[config.mk]
export PLATFORM = sky130hd
export DESIGN_NAME = sum_alarm_monitor
export DESIGN_NICKNAME = d
export VERILOG_FILES = /design/src/rtl/sum_alarm_monitor.sv
export SDC_FILE = /design/constraint.sdc
export NUM_CORES = 1
export LEC_CHECK = 0
export CAP_MARGIN = 20
export CORE_MARGIN = 2
export CORE_UTILIZATION = 40
export DETAILED_ROUTE_END_ITERATION = 6
export PLACE_DENSITY = 0.65
export SLEW_MARGIN = 40
export SYNTH_ARGS = -nofsm -noshare
export SYNTH_HDL_FRONTEND = slang
export SYNTH_SLANG_ARGS = --single-unit
[constraint.sdc]
create_clock -name clk -period 3.8 [get_ports clk]
set_input_delay 1.14 -clock clk [delete_from_list [all_inputs] [get_ports clk]]
set_output_delay 1.14 -clock clk [all_outputs]
set_load 0.05 [all_outputs]
[src/rtl/sum_alarm_monitor.sv]
// sum_alarm_monitor: debounced, hysteretic alarm on an incoming running sum.
// It also tracks the peak sample and a saturating count of alarm episodes.
// Every output comes straight from a flop.
module sum_alarm_monitor #(
  parameter int W     = 5,
  parameter int HI    = 20,
  parameter int LO    = 10,
  parameter int N_ON  = 3,
  parameter int N_OFF = 2,
  parameter int CW    = 8
) (
  input  logic          clk,
  input  logic          rst,
  input  logic          en,
  input  logic          clr,
  input  logic [W-1:0]  d,
  output logic          alarm,
  output logic [W-1:0]  peak,
  output logic [CW-1:0] events
);

  localparam int ONW  = $clog2(N_ON + 1);
  localparam int OFFW = $clog2(N_OFF + 1);

  localparam logic [W-1:0]    HI_W     = W'(HI);
  localparam logic [W-1:0]    LO_W     = W'(LO);
  localparam logic [ONW-1:0]  ON_LAST  = ONW'(N_ON - 1);
  localparam logic [OFFW-1:0] OFF_LAST = OFFW'(N_OFF - 1);

  localparam logic [0:0] S_IDLE  = 1'b0;
  localparam logic [0:0] S_ALARM = 1'b1;

  logic [0:0]    state_q, state_d;
  logic          alarm_q, alarm_d;
  logic [ONW-1:0]  on_q,  on_d;
  logic [OFFW-1:0] off_q, off_d;
  logic [W-1:0]  peak_q, peak_d;
  logic [CW-1:0] ev_q, ev_d;

  logic hi_s, lo_s;
  assign hi_s = d > HI_W;
  assign lo_s = d < LO_W;

  // Next-state: the FSM and the peak tracker advance only on sampled cycles; clr wins over peak/events.
  always_comb begin
    state_d = state_q;
    alarm_d = alarm_q;
    on_d    = on_q;
    off_d   = off_q;
    peak_d  = peak_q;
    ev_d    = ev_q;
    if (en) begin
      if (d > peak_q) peak_d = d;
      case (state_q)
        S_IDLE: begin
          if (hi_s) begin
            if (on_q == ON_LAST) begin
              state_d = S_ALARM;
              alarm_d = 1'b1;
              on_d    = '0;
              if (ev_q != {CW{1'b1}}) ev_d = ev_q + 1'b1;
            end else begin
              on_d = on_q + 1'b1;
            end
          end else begin
            on_d = '0;
          end
        end
        default: begin
          if (lo_s) begin
            if (off_q == OFF_LAST) begin
              state_d = S_IDLE;
              alarm_d = 1'b0;
              off_d   = '0;
            end else begin
              off_d = off_q + 1'b1;
            end
          end else begin
            off_d = '0;
          end
        end
      endcase
    end
    if (clr) begin
      peak_d = '0;
      ev_d   = '0;
    end
  end

  // State registers; rst drops a partial run immediately, without waiting for a clock.
  always_ff @(posedge clk or posedge rst) begin
    if (rst) begin
      state_q <= S_IDLE;
      alarm_q <= 1'b0;
      on_q    <= '0;
      off_q   <= '0;
      peak_q  <= '0;
      ev_q    <= '0;
    end else begin
      state_q <= state_d;
      alarm_q <= alarm_d;
      on_q    <= on_d;
      off_q   <= off_d;
      peak_q  <= peak_d;
      ev_q    <= ev_d;
    end
  end

  assign alarm  = alarm_q;
  assign peak   = peak_q;
  assign events = ev_q;

endmodule

==> impl_metrics.csv <==
group,metric,value,unit
timing,hold_ws,0.510,ns
global_route,gr-total-overflow,0,
final_layout,num-fill-cells,229,
yosys,synth_edf_count,0,
clock_network,cts_tree,"yes",
timing,fmax,363,MHz
setup_path,crit_path_end_kind,"flip-flop",
timing,fin_skew,0.00391,ns
yosys,netlist_instances,115,
clock_network,cts-root-buf,"clkbuf_4",
job,drv_cap,0,
setup_path,crit_path_start_kind,"input pin",
power,comb_power_share,29.2,%
timing,drv_slew,0,
clock_network,clk_pin_slew,0.11,ns
timing,hold_violations,0,
hold_path,min_to,"on_q[0]",
placement,hpwlAfterDp,1670,um
yosys,synth.distinct_cells,31,
power,power.internal,328,uW
clock_network,numCtsBuffers,3,
placement,dp.cells,164,
setup_path,cp.required,3.99,ns
setup_path,reg2reg_to,"events[5]",
hold_path,hold_depth,1,
floorplan,dieArea,3130,um^2
setup_path,worstPathArrival,2.95,ns
yosys,yosysWarningCount,0,
yosys,synth_area_per_cell,9.38,um^2
final_layout,ff_latch_area,475,um^2
route,vias,952,
global_route,grt_pass1_vias,909,
final_layout,layout.nets,154,
yosys,async_reset_ff_share,100,%
yosys,synth_ff_type,"dfrtp_1",
route,drt-total-wl,2270,um
route,drtIter0Drc,14,
route,drc,0,
clock_network,clk-insertion-delay-late,0.29,ns
timing,tns,0,ns
global_route,grt.busiest_layer,"met2",
yosys,syn_area,1080,um^2
final_layout,diodes,0,
hold_path,worstHoldStart,"on_q[1]",
yosys,synth_nets,130,
clock_network,clkSinkCount,19,
global_route,use_met2,23.8,%
setup_path,cpPeakStageDelay,0.55,ns
hold_path,hold_path_class,"reg -> reg",
setup_path,cp_num_buf_inv,1,
placement,gp_congestion,0.806,
setup_path,cp_cell_sequence,"clkdlybuf4s50_1 -> and4bb_1 -> o211ai_2 -> nor4_1 -> mux2_2",
setup_path,critical_path_class,"in -> reg",
global_route,grt_use_total,15.6,%
power,p_sw_share,34.2,%
final_layout,postLayoutCoreUtil,53.5,%
floorplan,rows,18,
final_layout,syn_to_final_growth,25.2,%
global_route,use_met1,21.6,%
clock_network,cts_setup_buffers,0,
floorplan,start_util,42.8,%
power,power.switching,171,uW
clock_network,htreeDepth,1,
power,power.total,498,uW
route,routed_via_density,5.67,
floorplan,io_pins,23,
timing,worst_slew_pin_slew,0.693,ns
timing,maxSlewHeadroom,53.5,%
outcome,outcome,"finished clean",
route,dr.pass1.iters,5,
timing,layout_worst_path_cycle_share,72.6,%
floorplan,core,2520,um^2
final_layout,instances_no_fill,168,
power,pwr-share-seq,50.2,%
clock_network,cts_hold_buf,0,
setup_path,crit_slowest_cell,"clkdlybuf4s50_1",
floorplan,dieHeight,55.9,um
route,wire_per_inst,13.5,um
setup_path,cp-startpoint,"en",
clock_network,clk_path_buf_depth,2,
route,ant_nets,0,
global_route,met3_usage,2.79,%
yosys,synth-seq-cells,19,
setup_path,crit_fanout,16,
yosys,ys_seq_area_share,44.1,%
placement,port_buffers,22,
global_route,grt_max_degree,20,
power,p_leak,0.000568,uW
timing,rsz0062_at_grt,"false",
final_layout,drive_above_1_share,5.80,%
setup_path,r2r-start,"on_q[0]",
setup_path,cp_top_family,"simple AND/OR/NAND/NOR gates",
timing,min_period,2.76,ns
floorplan,die_x,55.9,um
power,power-per-cell-area,369,nW/um^2
global_route,grt_antenna_before_repair,0,
setup_path,r2r_cells,4,
global_route,grt_pass1_wl,3920,um
setup_path,reg2reg_slack,1.97,ns
clock_network,cts_repair_resize_count,0,
power,peakVddDrop,0.000229,V
timing,setup_viol,0,
power,clkPwrFrac,20.7,%
final_layout,multi_input_area,553,um^2
cell usage in the layout, fill, tap and decap left out, drive strengths merged:
| cell | n |
|---|---|
| nor2 | 4 |
| o21bai | 1 |
| nor3 | 3 |
| o2111ai | 1 |
| o21ai | 4 |
| clkbuf | 4 |
| clkdlybuf4s50 | 22 |
| and4bb | 1 |
| o211ai | 1 |
| nor2b | 1 |
| nand2b | 2 |
| or4 | 2 |
| nor4 | 1 |
| or4b | 1 |
| nand3 | 5 |
| o31ai | 3 |
| ha | 6 |
| nand4 | 2 |
| a21o | 1 |
| a21boi | 1 |
| o21a | 2 |
| o221a | 2 |
| dfrtp | 19 |
| clkinv | 1 |
| a21oi | 4 |
| mux2i | 6 |
| or3 | 1 |
| inv | 9 |
| nand2 | 22 |
| o41ai | 3 |
| o311ai | 2 |
| mux2 | 1 |
power groups by stage:
stage / Clock (uW) / Combinational [uW] / Sequential, uW
after detailed placement: 0 / 148 / 254
final: 103 / 145 / 250
after global routing: 115 / 162 / 257
after floorplan: 0 / 66.3 / 286
after global placement: 0 / 145 / 254
after CTS: 109 / 147 / 251
cells by family (layout without fill, tap and decap cells):
family                   count (synthesis)  after routing  share of synthesized area (%)
adder cells (fa/ha/maj)                  6              6                           6.96
flip-flops                              19             19                           44.1
multiplexers                             7              7                           6.61
AND/OR/NAND/NOR                         45             45                           20.3
AO/OA/AOI/OAI                           25             25                           17.4
buffers and inverters                   13             36                           4.64
through the flow:
step                      setup slack (ns)  cell area [um^2]
final                                 1.04              1350
after global routing                 0.907              1350
after CTS                             1.01              1350
after detailed placement             0.673              1320
after global placement               0.776              1320
after floorplan                       1.43              1080
worst max path at each step:
stage	depth (start not counted)	slack, ns	to
2_1_floorplan	6	1.43	peak[0]
3_3_place_gp	5	0.78	events[5]
3_5_place_dp	5	0.67	events[5]
4_1_cts	5	1.01	events[5]
5_1_grt	5	0.91	events[5]
6_report	5	1.04	events[5]
synth_stat cells (all sizes together) (3+ instances only):
master | number | area (um^2)
o41ai | 3 | 26.3
inv | 10 | 37.5
o31ai | 3 | 22.5
nand3 | 5 | 25.0
a21oi | 4 | 20.0
nand2 | 22 | 82.6
mux2i | 6 | 60.1
o21ai | 4 | 20.0
dfrtp | 19 | 475
nor3 | 3 | 15.0
ha | 6 | 75.1
nor2 | 4 | 15.0
state kept, by name (all words and copies together) (netlist names):
signal,flops
alarm,1
events,8
off_q,2
on_q,2
peak,5
state_q,1
cell type report:
type / instances / share of cell area, %
inverter: 10 / 2.78
timing repair buffer: 22 / 16.3
tap: 30 / 2.78
sequential: 19 / 35.2
clock buffer: 4 / 1.95
multi-input combinational: 83 / 41.0
routing by layer:
layer  vias up  wire length (um)
met5         -                 0
met4         0                34
met3         4               114
met2        32              1060
met1       451              1060
li1        465                 -
worst reg2reg max path, delay by kind of cell, from the launching register on:
kind	cells	cell delay [ns]
muxes	1	0.37
DFF	1	0.43
AOI/OAI and AO/OA	1	0.27
and+or+nand+nor	2	0.67
(Power assumes the default switching activity.)
